$ cat src/rtl/fft_ctrl_pkg.sv
// rtl/fft_ctrl_pkg.sv - shared FFT controller types and constants
package fft_ctrl_pkg;

    typedef enum logic [1:0] {
        IDLE  = 2'd0,
        RUN   = 2'd1,
        DRAIN = 2'd2
    } seq_state_t;

    localparam int TWF_ADDR_W = 9;
    localparam int FFT_LANES  = 8;
    localparam int FFT_N      = 512;

endpackage

$ cat src/rtl/twf_mul_seq_ctrl.sv
// rtl/twf_mul_seq_ctrl.sv - twiddle-multiply stage sequencer (enable, ROM address, frame markers)
module twf_mul_seq_ctrl
    import fft_ctrl_pkg::*;
#(
    parameter int                 ADDR_W    = TWF_ADDR_W,
    parameter int                 LANES     = FFT_LANES,
    parameter int                 BEATS     = FFT_N / FFT_LANES,
    parameter logic [ADDR_W-1:0]  ADDR_INIT = '0
) (
    input  logic              clk,
    input  logic              rst,
    input  logic              start,
    input  logic              valid_in,
    output logic              ready_in,
    output logic              mul_en,
    output logic [ADDR_W-1:0] mul_addr,
    output logic              valid_out,
    output logic              sof_out,
    output logic              eof_out,
    output logic              busy,
    output logic              frame_done,
    output logic              err_start,
    input  logic              clr_err
);

    localparam int                CNT_W     = $clog2(BEATS);
    localparam logic [CNT_W-1:0]  LAST_BEAT = CNT_W'(BEATS - 1);
    localparam logic [ADDR_W-1:0] ADDR_STEP = ADDR_W'(LANES);

    seq_state_t        state_q;
    logic [CNT_W-1:0]  beat_cnt_q;
    logic [CNT_W-1:0]  beat_cnt_d;
    logic [ADDR_W-1:0] mul_addr_q;
    logic [ADDR_W-1:0] mul_addr_d;
    logic              valid_out_q;
    logic              sof_q;
    logic              eof_q;
    logic              frame_done_q;
    logic              err_start_q;
    logic              first_beat;
    logic              last_beat;

    assign ready_in   = (state_q == RUN);
    assign mul_en     = valid_in & ready_in;
    assign first_beat = (beat_cnt_q == '0);
    assign last_beat  = (beat_cnt_q == LAST_BEAT);

    assign mul_addr   = mul_addr_q;
    assign valid_out  = valid_out_q;
    assign sof_out    = sof_q;
    assign eof_out    = eof_q;
    assign frame_done = frame_done_q;
    assign err_start  = err_start_q;
    assign busy       = (state_q != IDLE);

    // Next beat position after an accepted beat; address wraps naturally at the ROM depth.
    always_comb begin
        mul_addr_d = mul_addr_q + ADDR_STEP;
        beat_cnt_d = beat_cnt_q + 1'b1;
    end

    // Sequencer FSM with address/beat tracking and product-aligned output flags.
    always_ff @(posedge clk) begin
        if (rst) begin
            state_q      <= IDLE;
            beat_cnt_q   <= '0;
            mul_addr_q   <= ADDR_INIT;
            valid_out_q  <= 1'b0;
            sof_q        <= 1'b0;
            eof_q        <= 1'b0;
            frame_done_q <= 1'b0;
            err_start_q  <= 1'b0;
        end else begin
            // Products appear one cycle after the enable, so flags trail mul_en by one cycle.
            valid_out_q  <= mul_en;
            sof_q        <= mul_en & first_beat;
            eof_q        <= mul_en & last_beat;
            frame_done_q <= mul_en & last_beat;

            if (clr_err) begin
                err_start_q <= 1'b0;
            end else if (start && (state_q != IDLE)) begin
                err_start_q <= 1'b1;
            end

            case (state_q)
                IDLE: begin
                    if (start) begin
                        state_q <= RUN;
                    end
                end
                RUN: begin
                    if (mul_en) begin
                        mul_addr_q <= mul_addr_d;
                        beat_cnt_q <= beat_cnt_d;
                        if (last_beat) begin
                            state_q <= DRAIN;
                        end
                    end
                end
                DRAIN: begin
                    state_q    <= IDLE;
                    mul_addr_q <= ADDR_INIT;
                    beat_cnt_q <= '0;
                end
                default: begin
                    state_q <= IDLE;
                end
            endcase
        end
    end

endmodule

$ cat config.mk
export PLATFORM = sky130hd
export DESIGN_NAME = twf_mul_seq_ctrl
export DESIGN_NICKNAME = d
export VERILOG_FILES = /design/src/rtl/fft_ctrl_pkg.sv /design/src/rtl/twf_mul_seq_ctrl.sv
export SDC_FILE = /design/constraint.sdc
export NUM_CORES = 1
export LEC_CHECK = 0
export CORE_ASPECT_RATIO = 0.8
export CORE_MARGIN = 5
export CORE_UTILIZATION = 40
export CTS_CLUSTER_SIZE = 10
export DETAILED_ROUTE_END_ITERATION = 12
export PLACE_DENSITY = 0.63
export SYNTH_ARGS = -nofsm -noshare
export SYNTH_HDL_FRONTEND = slang
export SYNTH_SLANG_ARGS = --single-unit
$ cat constraint.sdc
create_clock -name clk -period 3.21 [get_ports clk]
set_input_delay 0.963 -clock clk [delete_from_list [all_inputs] [get_ports clk]]
set_output_delay 0.963 -clock clk [all_outputs]
set_load 0.05 [all_outputs]
After elaboration in Yosys (flattened, before gate mapping)
Index checks and enable logic that the tools add are counted.

word-level totals
  flip-flop bits (word level) = 21
  input bits = 5
  output and inout bits = 17
  logic and storage cells = 34

operators by class
  add/sub/neg operators = 2
  equality and inequality tests = 6
  multiplexer cells = 8
  bitwise operators = 3
  reduce and logical (&&, ||, !) cells = 8

operator list
  kind                 count
  $pmux 9 s2           1
  $pmux 6 s2           1
  $add 9x4->9 const B  1
  $mux 9               1
  $add 6x1->6 const B  1
  $eq 6x6->1 const B   1
  $logic_not 6->1      1
  $mux 2               3
  $mux 6               1
  $ne 2x1->1 const B   2
  $pmux 2 s2           1
  $reduce_bool 2->1    2
  $and 1x1->1          3
  $reduce_and 3->1     1
  $eq 2x1->1 const B   1
  $eq 2x2->1 const B   1
  $logic_not 2->1      1
  $ne 2x2->1 const B   1
  $reduce_and 2->1     1
  $reduce_or 2->1      1
  $logic_and 1x1->1    1

Longest topological paths before layout
  depth in word-level cells = 4
  depth in mapped cells = 4
  gate-level depth less buffers = 4

Least setup slack after synthesis
Ideal clock, no wire load.

  path type = input-to-output
  start = input port valid_in
  end = output port mul_en
  arrival = 1.485 ns
  required time = 2.247 ns
  setup slack = 0.762 ns
  stages on the path = 3
  buffers on the path = 1
  cell sequence = nand3b_4 buf_6 inv_1

on the way
  longest elaborated chain between the ends = 1

RTL lines
  what             RTL line                text
  start, declared  twf_mul_seq_ctrl.sv:13  input logic valid_in,
  $and 1x1->1      twf_mul_seq_ctrl.sv:44  assign mul_en = valid_in & ready_in;
  end, declared    twf_mul_seq_ctrl.sv:15  output logic mul_en,

Every way passes these cells.

Worst setup path in the final report
Ends and elaborated chain as after synthesis.

==> results.md <==
* Area occupied by multi-input gates at approximately 480 µm²
* Cts hold-fix bufs at 0
* Vias in the first global route at 719
* Ys Warns at 0
* Worst EP arrival at 1.92 ns
* Setup Skew at 0.000627 ns
* Seq/Total Area, Yosys at 0.390
* Count leader, synth: dfxtp_1
* I/O pins at 22
* Fin nets at 133
* Slew Viols, Final at 0
* P_int at between 0.2 and 0.3 mW
* RSZ-0062 raised after global routing: false
* Core ar. at between 2000 and 2500 µm²
* Total wire length at around 2000 µm
* Cell accounting for the most synthesized area: dfxtp_1
* CTS tree: yes
* Slew @ Worst Pin at 0.661 ns
* Clk root buf: clkbuf_4
* Detailed Place HPWL at 1470 µm
* Detailed Route Iter0 Violations at 13
* Synth top area share at 0.390
* Clk sink count at 18
* Register area at between 300 and 400 µm²
* Rows at 15
* Startpoint Class: input pin
* Pleak at between 0.4 and 0.5 nW
* Crit path max fanout at 14
* Post-CTS Setup Inserts at 0
* Worst-Skew Late Latency at 0.29 ns
* Hold Slack at 0.514 ns
* CP endpoint kind: output port
* EDFF count, synth at 0
* Flops & latches, synth at 18
* Die width at roughly 64 µm
* Syn-to-layout area delta at 22.5%
* CP Data Required Time at roughly 2.3 ns
* Initial antenna violation count at 0
* Final period util at 0.898
* Routed len/inst at 13.4 µm
* Combinational Power Share at 0.175
* H-tree lvl count at 1
* Via count at ~800
* Top FF cell, synth: dfxtp_1
* Hold Vio Cnt, Final at 0
* Outcome: complete, no violations
* Clock Tree Buf Depth at 2
* Initial Util at 0.425
* DRT antenna net count at 0
* Sequential power share at 0.555
* Drt pass-1 iters at 4
* Tot GR Track Use at 0.120
* I/O Buffers at 18
* Overflow after GRT at 0
* Worst path max stage delay at ~0.52 ns
* DRC Markers at 0
* Vias per cell at 5.56
* Die area at 3380 µm²
* Asr flop ratio synth at 0
* Clock share of power at 0.270
* Reg-to-reg slack, setup at 1.75 ns
* Max Cap Violations at 0
* HP Class: flip-flop to flip-flop
* Slowest stage cell, crit path: clkdlybuf4s50_1
* Clock period minus worst slack at 2.88 ns
* Top cells by area, synth: dfxtp_1 (39%), nand3_1 (4.3%), ha_1 (4.1%), a21oi_1 (3.8%), nor4_1 (3.4%)
* VDD IR-drop max at 0.000186 V
* Ant. Diodes at 0
* Unique masters post-synth at 31
* Final setup vio count at 0
* Net Switching at 0.123 mW
* CTS clk-pin slew, worst paths at 0.10 ns
* Vert. Die Dim at approximately 53 µm
* Syn Std Cell Area at 925 µm²
* Post-route setup TNS at 0 ns
* RePlAce Congestion at 0.803
* Critical path type: input pin to output port
* Fraction of layout cells with a size suffix above 1 at 0.0732
* Largest net degree at the start of global routing at 19
* PwrDens at roughly 370 nW/µm²
* Worst path cell trace: clkdlybuf4s50_1 -> nand3b_4 -> inv_1 -> buf_12
* PostCTS Resize Cnt at 0
* Fill cells at 203
* Buffers & Inverters on Critical Path at 3
* Synth top cells by count: dfxtp_1 (18), inv_1 (8), nand3_1 (8), a21oi_1 (7), nor2_1 (7)
* Fmax at roughly 350 MHz
* Max_slew headroom at 0.558
* Net Sw Frac at 0.294
* Synth Instances at 107
* First-pass GRT wire length at 3190 µm
* Inserted Clock Buffers at 3
* Cell family with most CP delay: buffers and inverters
* Avg Inst Size Synth at 8.64 µm²
[final timing paths]
check	endpoint	cells after the start	from
setup / recovery	mul_en	4	valid_in
hold / removal	mul_addr[4]$_SDFFE_PP0P_	2	state_q[0]$_SDFFE_PP0P_
setup reg to reg	mul_addr[8]$_SDFFE_PP0P_	4	state_q[0]$_SDFFE_PP0P_
hold reg to reg	mul_addr[4]$_SDFFE_PP0P_	2	state_q[0]$_SDFFE_PP0P_
[power groups by stage]
stage                     Clock, mW  Combinational (mW)  Sequential, mW
final                         0.113              0.0731           0.232
after global routing          0.126              0.0776           0.234
after CTS                     0.119              0.0734           0.232
after detailed placement          0              0.0732           0.238
after global placement            0              0.0726           0.237
after floorplan                   0              0.0445           0.246
[flip-flops by register name, summed over array words and instances, names as in the netlist]
name,count
beat_cnt_q,6
mul_addr,6
err_start,1
sof_out,1
state_q,2
valid_out,1
frame_done,1
[cell families (layout without fill, tap and decap cells)]
family,after synthesis,count (layout),share of synthesized area
and+or+nand+nor,44,44,0.279
AOI/OAI and AO/OA,22,22,0.166
DFF,18,18,0.390
buffers and inverters,17,31,0.0961
adders and majority gates,3,3,0.0406
muxes,2,2,0.0244
other,1,3,0.00406
[cells in the final DEF (no fill, tap or decap), drive strengths merged]
master	n
nor2	7
or2	2
a21oi	7
a31o	2
conb	3
nor4	5
nand3b	1
a32oi	2
nand2b	1
and3	1
clkdlybuf4s50	17
clkbuf	3
mux2	2
o21ai	2
and3b	2
a311oi	3
nand3	8
o32ai	2
a21boi	2
buf	3
ha	3
dfxtp	18
nor2b	2
o21bai	2
inv	8
nand2	6
nor3	3
or3	2
and4b	2
nor3b	2
[tightest hold or removal path, delay by kind of cell, from the launching register on]
kind,cells,cell delay (ns)
flops,1,0.34
compound gates,1,0.06
simple gates,1,0.07
[metal layers]
layer | vias up | global-route usage | wire length, µm
met5 | - | 0 | 0
met4 | 0 | 0.0208 | 13
met3 | 2 | 0.0425 | 125
met2 | 26 | 0.208 | 907
met1 | 383 | 0.144 | 942
li1 | 412 | - | -
[area by class of cell]
type / instances / area share
tap: 25 / 0.0276
timing repair buffer: 20 / 0.181
sequential: 18 / 0.318
inverter: 8 / 0.0265
clock buffer: 3 / 0.0199
multi-input combinational: 74 / 0.427
[per-stage QoR]
step	util	instance area (µm²)	worst slack, ns	std cells	power [mW]
after floorplan	-	932	0.762	109	0.291
after global placement	0.510	1110	0.329	145	0.310
after detailed placement	0.510	1110	0.323	145	0.311
after CTS	0.520	1130	0.322	148	0.425
after global routing	0.520	1130	0.288	148	0.437
final	0.520	1130	0.326	148	0.419
(Power assumes the default switching activity.)
